<file path="src/rtl/clock_pkg.sv">
// Shared widths, field limits and set-mode field select encodings for the
// time-of-day counter.
package clock_pkg;

  localparam int unsigned TIME_W  = 6;
  localparam int unsigned SEC_MAX = 59;
  localparam int unsigned MIN_MAX = 59;

  typedef enum logic [1:0] {
    SEL_SEC  = 2'd0,
    SEL_MIN  = 2'd1,
    SEL_HOUR = 2'd2,
    SEL_NONE = 2'd3
  } set_sel_e;

endpackage

</file>
<file path="src/rtl/wrap_counter.sv">
// Modulo-(MAX+1) binary counter for one time field. It steps when inc is
// high and carry_in_en allows it; wrap flags a step taken from MAX.
module wrap_counter
  import clock_pkg::*;
#(
  parameter int unsigned MAX = 59
) (
  input  logic              clk,
  input  logic              rst,
  input  logic              inc,
  input  logic              carry_in_en,
  output logic [TIME_W-1:0] value,
  output logic              wrap
);

  localparam logic [TIME_W-1:0] MAX_V = TIME_W'(MAX);

  logic [TIME_W-1:0] value_q, value_d;
  logic              step;

  // Next value: hold, increment, or wrap to zero after MAX.
  always_comb begin
    step    = inc && carry_in_en;
    wrap    = step && (value_q == MAX_V);
    value_d = value_q;
    if (step) begin
      value_d = (value_q == MAX_V) ? '0 : value_q + 1'b1;
    end
  end

  // Field register, cleared asynchronously.
  always_ff @(posedge clk or posedge rst) begin
    if (rst) value_q <= '0;
    else     value_q <= value_d;
  end

  assign value = value_q;

endmodule

</file>
<file path="src/rtl/clock_time_counter.sv">
// Time-of-day core: prescales clk to a one-second tick and keeps
// seconds/minutes/hours; set mode steps one field at a time with no carry.
module clock_time_counter
  import clock_pkg::*;
#(
  parameter int unsigned CLKS_PER_SEC = 50_000_000,
  parameter int unsigned HOUR_MAX     = 23
) (
  input  logic              clk,
  input  logic              rst,
  input  logic              run_en,
  input  logic              set_en,
  input  logic [1:0]        set_sel,
  input  logic              set_inc,
  output logic [TIME_W-1:0] sec_out,
  output logic [TIME_W-1:0] min_out,
  output logic [TIME_W-1:0] hour_out,
  output logic              sec_tick,
  output logic              day_wrap
);

  localparam int unsigned    PW         = (CLKS_PER_SEC > 1) ? $clog2(CLKS_PER_SEC) : 1;
  localparam logic [PW-1:0]  PRESC_LAST = PW'(CLKS_PER_SEC - 1);

  set_sel_e      sel;
  logic [PW-1:0] presc_q, presc_d;
  logic          tick;
  logic          set_sec, set_min, set_hour;
  logic          sec_inc, min_inc, hour_inc;
  logic          min_en, hour_en;
  logic          sec_wrap, min_wrap, hour_wrap;
  logic          sec_tick_q, sec_tick_d;
  logic          day_wrap_q, day_wrap_d;

  assign sel = set_sel_e'(set_sel);

  // Prescaler, second tick and set-mode step requests; set mode pins the
  // prescaler at zero and suppresses the tick.
  always_comb begin
    tick    = run_en && !set_en && (presc_q == PRESC_LAST);
    presc_d = presc_q;
    if (set_en) begin
      presc_d = '0;
    end else if (run_en) begin
      presc_d = (presc_q == PRESC_LAST) ? '0 : presc_q + 1'b1;
    end
    set_sec  = set_en && set_inc && (sel == SEL_SEC);
    set_min  = set_en && set_inc && (sel == SEL_MIN);
    set_hour = set_en && set_inc && (sel == SEL_HOUR);
    sec_inc  = tick || set_sec;
  end

  // Minute stage: carry from seconds in run mode; in set mode only its own
  // select may move it, so a seconds wrap there never propagates.
  always_comb begin
    min_inc = sec_wrap || set_min;
    min_en  = !set_en || (sel == SEL_MIN);
  end

  // Hour stage, gated the same way as the minute stage.
  always_comb begin
    hour_inc = min_wrap || set_hour;
    hour_en  = !set_en || (sel == SEL_HOUR);
  end

  // Pulse outputs, registered so they align with the new field values.
  always_comb begin
    sec_tick_d = tick;
    day_wrap_d = tick && sec_wrap && min_wrap && hour_wrap;
  end

  // Prescaler and pulse registers.
  always_ff @(posedge clk or posedge rst) begin
    if (rst) begin
      presc_q    <= '0;
      sec_tick_q <= 1'b0;
      day_wrap_q <= 1'b0;
    end else begin
      presc_q    <= presc_d;
      sec_tick_q <= sec_tick_d;
      day_wrap_q <= day_wrap_d;
    end
  end

  wrap_counter #(.MAX(SEC_MAX)) u_sec (
    .clk         (clk),
    .rst         (rst),
    .inc         (sec_inc),
    .carry_in_en (1'b1),
    .value       (sec_out),
    .wrap        (sec_wrap)
  );

  wrap_counter #(.MAX(MIN_MAX)) u_min (
    .clk         (clk),
    .rst         (rst),
    .inc         (min_inc),
    .carry_in_en (min_en),
    .value       (min_out),
    .wrap        (min_wrap)
  );

  wrap_counter #(.MAX(HOUR_MAX)) u_hour (
    .clk         (clk),
    .rst         (rst),
    .inc         (hour_inc),
    .carry_in_en (hour_en),
    .value       (hour_out),
    .wrap        (hour_wrap)
  );

  assign sec_tick = sec_tick_q;
  assign day_wrap = day_wrap_q;

endmodule

</file>
<file path="config.mk">
export PLATFORM = sky130hd
export DESIGN_NAME = clock_time_counter
export DESIGN_NICKNAME = d
export VERILOG_FILES = /design/src/rtl/clock_pkg.sv /design/src/rtl/wrap_counter.sv /design/src/rtl/clock_time_counter.sv
export SDC_FILE = /design/constraint.sdc
export NUM_CORES = 1
export LEC_CHECK = 0
export CORE_MARGIN = 2
export CORE_UTILIZATION = 56
export DETAILED_ROUTE_END_ITERATION = 10
export PLACE_DENSITY = 0.79
export RECOVER_POWER = 25
export SETUP_SLACK_MARGIN = 0.02
export SYNTH_ARGS = -nofsm -noshare
export SYNTH_HDL_FRONTEND = slang
export SYNTH_SLANG_ARGS = --single-unit
</file>
<file path="constraint.sdc">
create_clock -name clk -period 3.4 [get_ports clk]
set_clock_uncertainty 0.15 [all_clocks]
set_input_delay 0.51 -clock clk [delete_from_list [all_inputs] [get_ports clk]]
set_output_delay 0.51 -clock clk [all_outputs]
set_load 0.05 [all_outputs]
</file>
==> results of run 1 <==
-- power groups by stage --
stage	combinational, uW	sequential [uW]	clock (uW)
6_report	512	696	495
5_1_grt	546	710	525
4_1_cts	516	696	508
3_5_place_dp	514	706	0
3_3_place_gp	501	701	0
2_1_floorplan	146	894	0
-- layer usage --
layer,vias up,global-route usage (%),wire (um)
li1,1086,-,-
met1,1028,31.51,2482
met2,56,38.58,2723
met3,7,3.938,202
met4,0,7.966,68
met5,-,0,0
-- path summary, 6_finish.rpt --
check	from	cells after the start	slack [ns]	endpoint
worst min-delay path	presc_q[23]	1	0.33	presc_q[23]
max in group asynchronous	rst	2	1.06	u_min.value[2]
worst max-delay path	presc_q[7]	5	0.70	u_hour.value[3]
min in group asynchronous	rst	2	1.04	u_sec.value[1]
worst max register to register	presc_q[7]	5	0.70	u_hour.value[3]
worst min register to register	presc_q[23]	1	0.33	presc_q[23]
-- cells by family (layout without fill, tap and decap cells) --
kind of cell / count (synthesis) / in the layout / synth area share, %
flip-flops: 46 / 46 / 45.14
AND/OR/NAND/NOR: 117 / 117 / 25.07
buffers and inverters: 18 / 44 / 2.993
adder cells (fa/ha/maj): 4 / 4 / 1.963
AO/OA/AOI/OAI: 78 / 78 / 19.77
XOR/XNOR: 4 / 4 / 1.374
multiplexers: 8 / 8 / 3.680
-- through the flow --
step | total power, uW | hold WS [ns] | cell area [um^2]
floorplan | 1040 | 0.2941 | 2550
global placement | 1202 | 0.3166 | 2848
detailed placement | 1220 | 0.3185 | 2848
CTS | 1719 | 0.3308 | 2990
global route | 1781 | 0.3689 | 2990
finish | 1703 | 0.3275 | 2990
-- cells in the final DEF, fill, tap and decap left out, drive strengths merged, types with 11 or more instances in the layout --
cell,netlist,routed
o21ai,23,23
nor3,11,11
a31oi,16,16
nor2,19,19
dfrtp,46,46
clkdlybuf4s50,0,25
a21oi,14,14
nand2,31,31
nand3,16,16
-- layout make-up --
cell class,instances,area share [%]
multi-input combinational,211,44.35
sequential,46,38.49
timing repair buffer,28,9.205
clock buffer,6,2.762
tap,52,2.176
clock inverter,2,2.008
inverter,8,1.004
-- flip-flops by register name (all words and copies together) (netlist names) --
| register | flops |
|---|---|
| u_sec.value | 6 |
| u_min.value | 6 |
| sec_tick | 1 |
| day_wrap | 1 |
| presc_q | 26 |
| u_hour.value | 6 |
-- critical path: cells and delay by family (launching register included) --
kind             cells  cell delay (ns)
flip-flops           1             0.46
AND/OR/NAND/NOR      3             1.59
multiplexers         1             0.30
AO/OA/AOI/OAI        1             0.09
==> results, run 1 <==
- The cell count after synthesis came out at 275.
- The initial utilization of the core area, before any placement, comes to 58.16%.
- The final antenna diode count is 0.
- The width of the chip is 71.48 um.
- The multi-input combinational cells in the finished layout cover a total of 0.001326 mm^2.
- The aggregate negative setup slack is 0 ns.
- Ranked by total cell area, the synthesized netlist is headed by sky130_fd_sc_hd__dfrtp_1 45%, sky130_fd_sc_hd__nand2_1 4.6%, sky130_fd_sc_hd__o21ai_0 4.3%.
- For this run, the leading register cell type out of synthesis is sky130_fd_sc_hd__dfrtp_1.
- The cell-internal power is 1110 uW.
- The area share of the largest cell type after synthesis is 45.14%.
- Data on the critical path arrives at its endpoint at 2.73 ns.
- The quantity of gates resized following cts is 0.
- Of the available clock period, the critical path in the final layout requires 79.38%.
- The total half-perimeter wirelength after legalization and detailed placement is 3879 um.
- For this run, the slowest stage of the critical path takes 0.59 ns.
- The kind of critical path is flip-flop to flip-flop.
- Synthesis instantiated 50 different standard cells from the library.
- Of the total power, the share spent switching nets is 34.83%.
- TritonCTS built the clock tree.
- Buffers added to address setup during post-CTS repair amount to 0.
- The portion of total power attributed to the clock network is 29.1%.
- The H-tree depth is 2.
- Yosys mapped a number of flops with a built-in enable equal to 0.
- The number of buffers between clock root and the deepest sink is 2.
- The number of antenna violations at the first check in global routing is 0.
- Setup violations remaining at the end of the flow were counted as 0.
- Counting instances in the post-synthesis netlist gives the leading cell types as 46 x sky130_fd_sc_hd__dfrtp_1, 31 x sky130_fd_sc_hd__nand2_1, 22 x sky130_fd_sc_hd__o21ai_0.
- The worst slack at placement is 0.5889 ns.
- The residual antenna-violating net count after detailed routing is 0.
- For the worst setup path, the data required time is 3.43 ns.
- The number of nets in the layout is 311.
- After detailed routing, the number of vias per cell comes to 6.167.
- Including well taps, the total number of placed cells is 345.
- The detailed-route DRC error count is 0.
- The combinational share of power is 30.0%.
- Clock-pin slew was measured on the worst setup and hold paths at 0.09 ns.
- The measured slew at the worst slew-check pin is 1.724 ns.
- The post-route non-filler standard cell count is 353.
- After clock tree synthesis, the flow added hold-fix buffers numbering 0.
- The floorplan has 24 rows.
- Registers take 0.001151 mm^2.
- The post-synthesis register bit count is 46.
- The clock latency on the worst-skew pair is 0.30 ns.
- The number of DRC markers after the initial detailed-route iteration is 110.
- Setup repair after global routing left no endpoint under its margin.
- Counting flops with an async set or reset pin after synthesis yields a share of 100.0%.
- The largest net degree at the start of global routing is 47.
- In the final routed layout, each cell accounts on average for 15.51 um.
- The largest fanout on the critical path is 8.
- Power spread over the standard cell area amounts to 569.4 mW/mm^2.
- The via count of the first global-routing pass came to 2,016.
- The total of max-cap violations is 1.
- STA classifies the critical path endpoint as a flip-flop.
- The flow ran to the end, but the final reports show violations.
- The number of hold-slack violations in the final timing report was 0.
- The placeable core region is 0.004384 mm^2.
- The area growth from synthesis to layout is 17.27%.
- Yosys printed 0 warnings.
- The overall die area is 0.005109 mm^2.
- The post-layout minimum cycle time is 2.699 ns.
- During I/O placement, the number of pins put on the boundary was 27.
- The tree is rooted in a sky130_fd_sc_hd__clkbuf_8.
- The share of final-layout standard cells stronger than drive strength 1 is 8.970%.
- The number of iterations in the first detailed-routing pass is 4.
- The standby leakage power is 0.001220 uW.
- After synthesis, flip-flops and latches occupy 45.14% of the total area.
- The sort of element at the start of the critical path is a flip-flop.
- The final reports fail on capacitance limit, slew limit.
- IR analysis of the VDD net gives a maximum drop of 0.2741 mV.
- The detailed-route via count is 2,177.
- The overall track demand over capacity in global routing is 23.40%.
- The path class of the tightest hold or removal check is flip-flop to flip-flop.
- The slowest stage cell on the critical path is sky130_fd_sc_hd__or4_4.
- The routed design has 5476 um of wire.
- The filler cells instantiated in the layout total 363.
- The switching component of the power is 593.1 uW.
- The mapped netlist covers 0.002550 mm^2.
- The final count of pins violating max slew is 47.
- In this run the tool buffered the top-level ports with 26 buffer cells.
- The largest area contributor in the netlist is sky130_fd_sc_hd__dfrtp_1.
- Measured on the finished design, the core utilization comes to 68.21%.
- The tree built by TritonCTS fans out to 46 sinks.
- The number of nets in the synthesized netlist is 286.
- Clock tree synthesis inserted a total of 5 buffers.
- The overall die height is 71.48 um.
- After layout, the worst setup slack is 0.7012 ns.
- The relative contribution of sequential cells to total power is 40.9%.
- The worst slew margin relative to its limit is -15.07%.
- The most repeated cell in the gate-level netlist after synthesis is sky130_fd_sc_hd__dfrtp_1.
- The overflow left after global routing is 0.
- The first global-routing pass estimated 9508 um of wire.
- The mean post-synth cell area is 9.273 um^2.
- The routability-driven placement congestion ratio is 0.7775.
- Based on the critical path, the design can be clocked at up to 0.3705 GHz.
- The critical path goes through or4b_1 > or4_4 > nor4_4 > o21ai_2 > mux2_4.
(Power assumes the default switching activity.)
==> inputs of run 2 (changes only) <==
CORE_UTILIZATION = 51   (was 56)
PLACE_DENSITY = 0.76   (was 0.79)
clock period = 2.2 ns   (was 3.4 ns; I/O delays follow)
==> run 2 against run 1 <==
The flow finishes with violations (setup timing). Final cell count rose by 22%. Core utilization is 9.7 points higher. Count of clock-buffer cells in the layout rose by 1. Worst hold slack improved by 0.029 ns. Clock power rose by 8.5%. Highest routed layer unchanged. Die area rose by 9.2%. First-iteration DRC count is 27% higher. Critical path depth stayed put. Sequential power up 51%.
==> results, run 2 (synthesized netlist as in run 1, its figures left out) <==
- The capturing element type of the critical path is a flip-flop.
- The number of cells traversed by the worst register-to-register path is 5 (unchanged).
- The residual antenna-violating net count after detailed routing is 0 (unchanged).
- The core occupancy in the finished layout is 77.93% (+9.7 points).
- The flip-flop and latch area came to 0.001151 mm^2 (unchanged).
- In this run the critical register-to-register path is captured at u_sec.value[1].
- The overall die area is 0.005582 mm^2 (+9.2%).
- Setup repair after global routing could not meet its margin everywhere.
- The area of placed instances is 0.003288 mm^2 (+15%).
- The number of hold-slack violations in the final timing report came to 0 (unchanged).
- The effective utilization at floorplan came to 53.28% (-4.9 points).
- The total non-filler cell area in the finished layout is 0.003730 mm^2 (+25%).
- The post-layout minimum cycle time came to 2.541 ns (-0.1577 ns).
- The total half-perimeter wirelength after legalization and detailed placement is 4276 um (+10%).
- The detailed-route wire length per cell is 17.81 um (+15%).
- The number of buffers created by CTS came to 5 (unchanged).
- The number of hold buffers added after cts is 0 (unchanged).
- The largest fanout on the critical path is 8 (unchanged).
- The wire length of the first global-routing pass is 10,580 um (+11%).
- The critical path arrival is 2.58 ns (-0.15 ns).
- The worst reg2reg path startpoint is presc_q[18].
- The measured slew at the worst slew-check pin is 1.145 ns (-0.5789 ns).
- The footprint of the multi-input gates was 0.001546 mm^2 (+17%).
- The final period utilization is 115.5% (+36 points).
- The overall die height came to 74.71 um (+4.5%).
- The register with the highest flop count is presc_q.
- The number of cells on the worst hold path came to 1 (unchanged).
- The number of fill cells in the layout is 318 (-12%).
- The final antenna diode count is 0 (unchanged).
- The number of iterations in the first detailed-routing pass is 5 (+1).
- The placeable core region is 0.004786 mm^2 (+9.2%).
- The number of nets in the layout is 374 (+20%).
- By startpoint and endpoint, the worst setup path is classified as flip-flop to flip-flop.
- The maximum vdd ir drop was 0.4923 mV (+80%).
- The top achievable clock speed is 0.3935 GHz (+6.2%).
- The final count of pins violating max slew is 0 (-100%).
- The sort of element at the start of the critical path is a flip-flop.
- The width of the chip is 74.71 um (+4.5%).
- The share of final-layout standard cells stronger than drive strength 1 was 33.52% (+25 points).
- The number of DRC markers after the initial detailed-route iteration was 140 (+27%).
- The final-layout worst hold slack is 0.3567 ns (+0.02917 ns).
- The CTS tree is built.
- The worst setup slack for register-to-register paths came to -0.34 ns (-1.04 ns).
- The power density over the cells was 694.1 mW/mm^2 (+22%).
- The count of boundary I/O pins is 27 (unchanged).
- The sink of the worst hold path is presc_q[23].
- The run finished, with violations left.
- The worst slew margin relative to its limit is 23.65% (+39 points).
- The detailed-route DRC error count was 0 (unchanged).
- The leading cell type in the layout, fill and taps excluded is sky130_fd_sc_hd__buf_4.
- The routability-driven placement congestion ratio was 0.8581 (+10%).
- The required time of the critical path came to 2.24 ns (-1.19 ns).
- The count of buffers inserted at the top-level ports was 26 (unchanged).
- The total clock sinks is 46 (unchanged).
- The H-tree depth was 2 (unchanged).
- The number of buffers between clock root and the deepest sink is 2 (unchanged).
- The via count of the first global-routing pass is 2,318 (+15%).
- The total of max-cap violations is 0 (-1).
- The final number of setup-violating endpoints came to 42 (+42).
- The detailed-route via count came to 2,650 (+22%).
- The number of antenna violations at the first check in global routing came to 0 (unchanged).
- The overall track demand over capacity in global routing was 25.01% (+1.6 points).
- The total wire length after detailed routing is 7675 um (+40%).
- The number of flip-flops under the largest register name came to 26 (unchanged).
- The worst hold path begins at presc_q[23].
- The final reports fail on setup timing.
- The per-cell via count in the routed design is 6.148 (-0.30%).
- The largest net degree at the start of global routing is 47 (unchanged).
- The cell row count came to 25 (+4.2%).
- In this run the worst hold path is classified as flip-flop to flip-flop.
- The clock transition at the registers of the reported paths is 0.09 ns (about the same).
- The final critical-path setup slack is -0.3411 ns (-1.042 ns).
- Leaving out fill and tap cells, the most frequent cells in the layout are 54 x sky130_fd_sc_hd__buf_4, 46 x sky130_fd_sc_hd__dfrtp_1, 31 x sky130_fd_sc_hd__nand2_1.
- The standby leakage power is 0.001605 uW (+32%).
- The area growth from synthesis to layout is 46.27%.
- The master cell of the clock root buffer is sky130_fd_sc_hd__clkbuf_8.
- The overflow left after global routing is 0 (unchanged).
- The clock latency on the worst-skew pair was 0.30 ns (about the same).
-- run 2: changes by cell type in the layout (fill, tap and decap cells not counted), sizes merged --
cell    delta
buf       +59
clkbuf     +5
bufinv     -2
clkinv     +2
inv        -1
-- run 2: layout make-up --
class / instances / share of cell area (%)
tap: 67 / 2.248
multi-input combinational: 211 / 41.46
sequential: 46 / 30.86
inverter: 8 / 0.8051
timing repair buffer: 91 / 22.17
clock buffer: 7 / 2.315
clock inverter: 1 / 0.1342
-- run 2: what timing repair did --
| item | CTS | global route |
|---|---|---|
| buffers inserted | 5 | 1 |
| cloned | 0 | 7 |
| resized for setup | 18 | 34 |
| pin swaps | 8 | 12 |
| hold endpoints to repair | 0 | 0 |
| endpoints found under the setup margin | 35 | 44 |
-- run 2: worst max-delay path, cell delays in order (launching register included) --
cell and delay (ns):
sky130_fd_sc_hd__dfrtp_1 0.41, sky130_fd_sc_hd__or4b_4 0.57, sky130_fd_sc_hd__or4_4 0.60, sky130_fd_sc_hd__buf_4 0.18, sky130_fd_sc_hd__o21ba_4 0.25, sky130_fd_sc_hd__mux2_2 0.28
-- run 2: worst max path at each step --
stage                            from              end  slack, ns  cells past startpoint
after CTS                  presc_q[8]   u_sec.value[1]      -0.25                      5
after floorplan           presc_q[11]  u_hour.value[3]      -0.30                      5
after global placement         run_en  u_hour.value[0]      -0.36                      6
after detailed placement       run_en  u_hour.value[1]      -0.38                      6
after global routing      presc_q[18]  u_hour.value[0]      -0.39                      6
final                     presc_q[18]   u_sec.value[1]      -0.34                      5
-- run 2: metrics by stage --
stage / worst slack (ns) / total power [uW] / TNS (ns) / cells
6_report: -0.3411 / 2589 / -8.065 / 431
5_1_grt: -0.3886 / 2703 / -9.837 / 431
4_1_cts: -0.2518 / 2539 / -4.024 / 423
3_5_place_dp: -0.3816 / 1979 / -5.212 / 410
3_3_place_gp: -0.3564 / 1954 / -4.846 / 410
2_1_floorplan: -0.2951 / 1627 / -3.913 / 275
-- run 2: layer usage --
metal | vias up | GRT usage [%] | wire [um] | part of all wire, %
met1 | 1263 | 31.47 | 3062 | 40
met3 | 31 | 4.552 | 531 | 6.9
li1 | 1217 | - | - | -
met4 | 0 | 11.31 | 300 | 3.9
met2 | 139 | 42.08 | 3781 | 49
met5 | - | 0 | 0 | 0
-- run 2: power by group --
part	switching (uW)	internal [uW]	total, uW
combinational	589	410	999
sequential	109	943	1050
clock	283	254	537
total	982	1610	2590
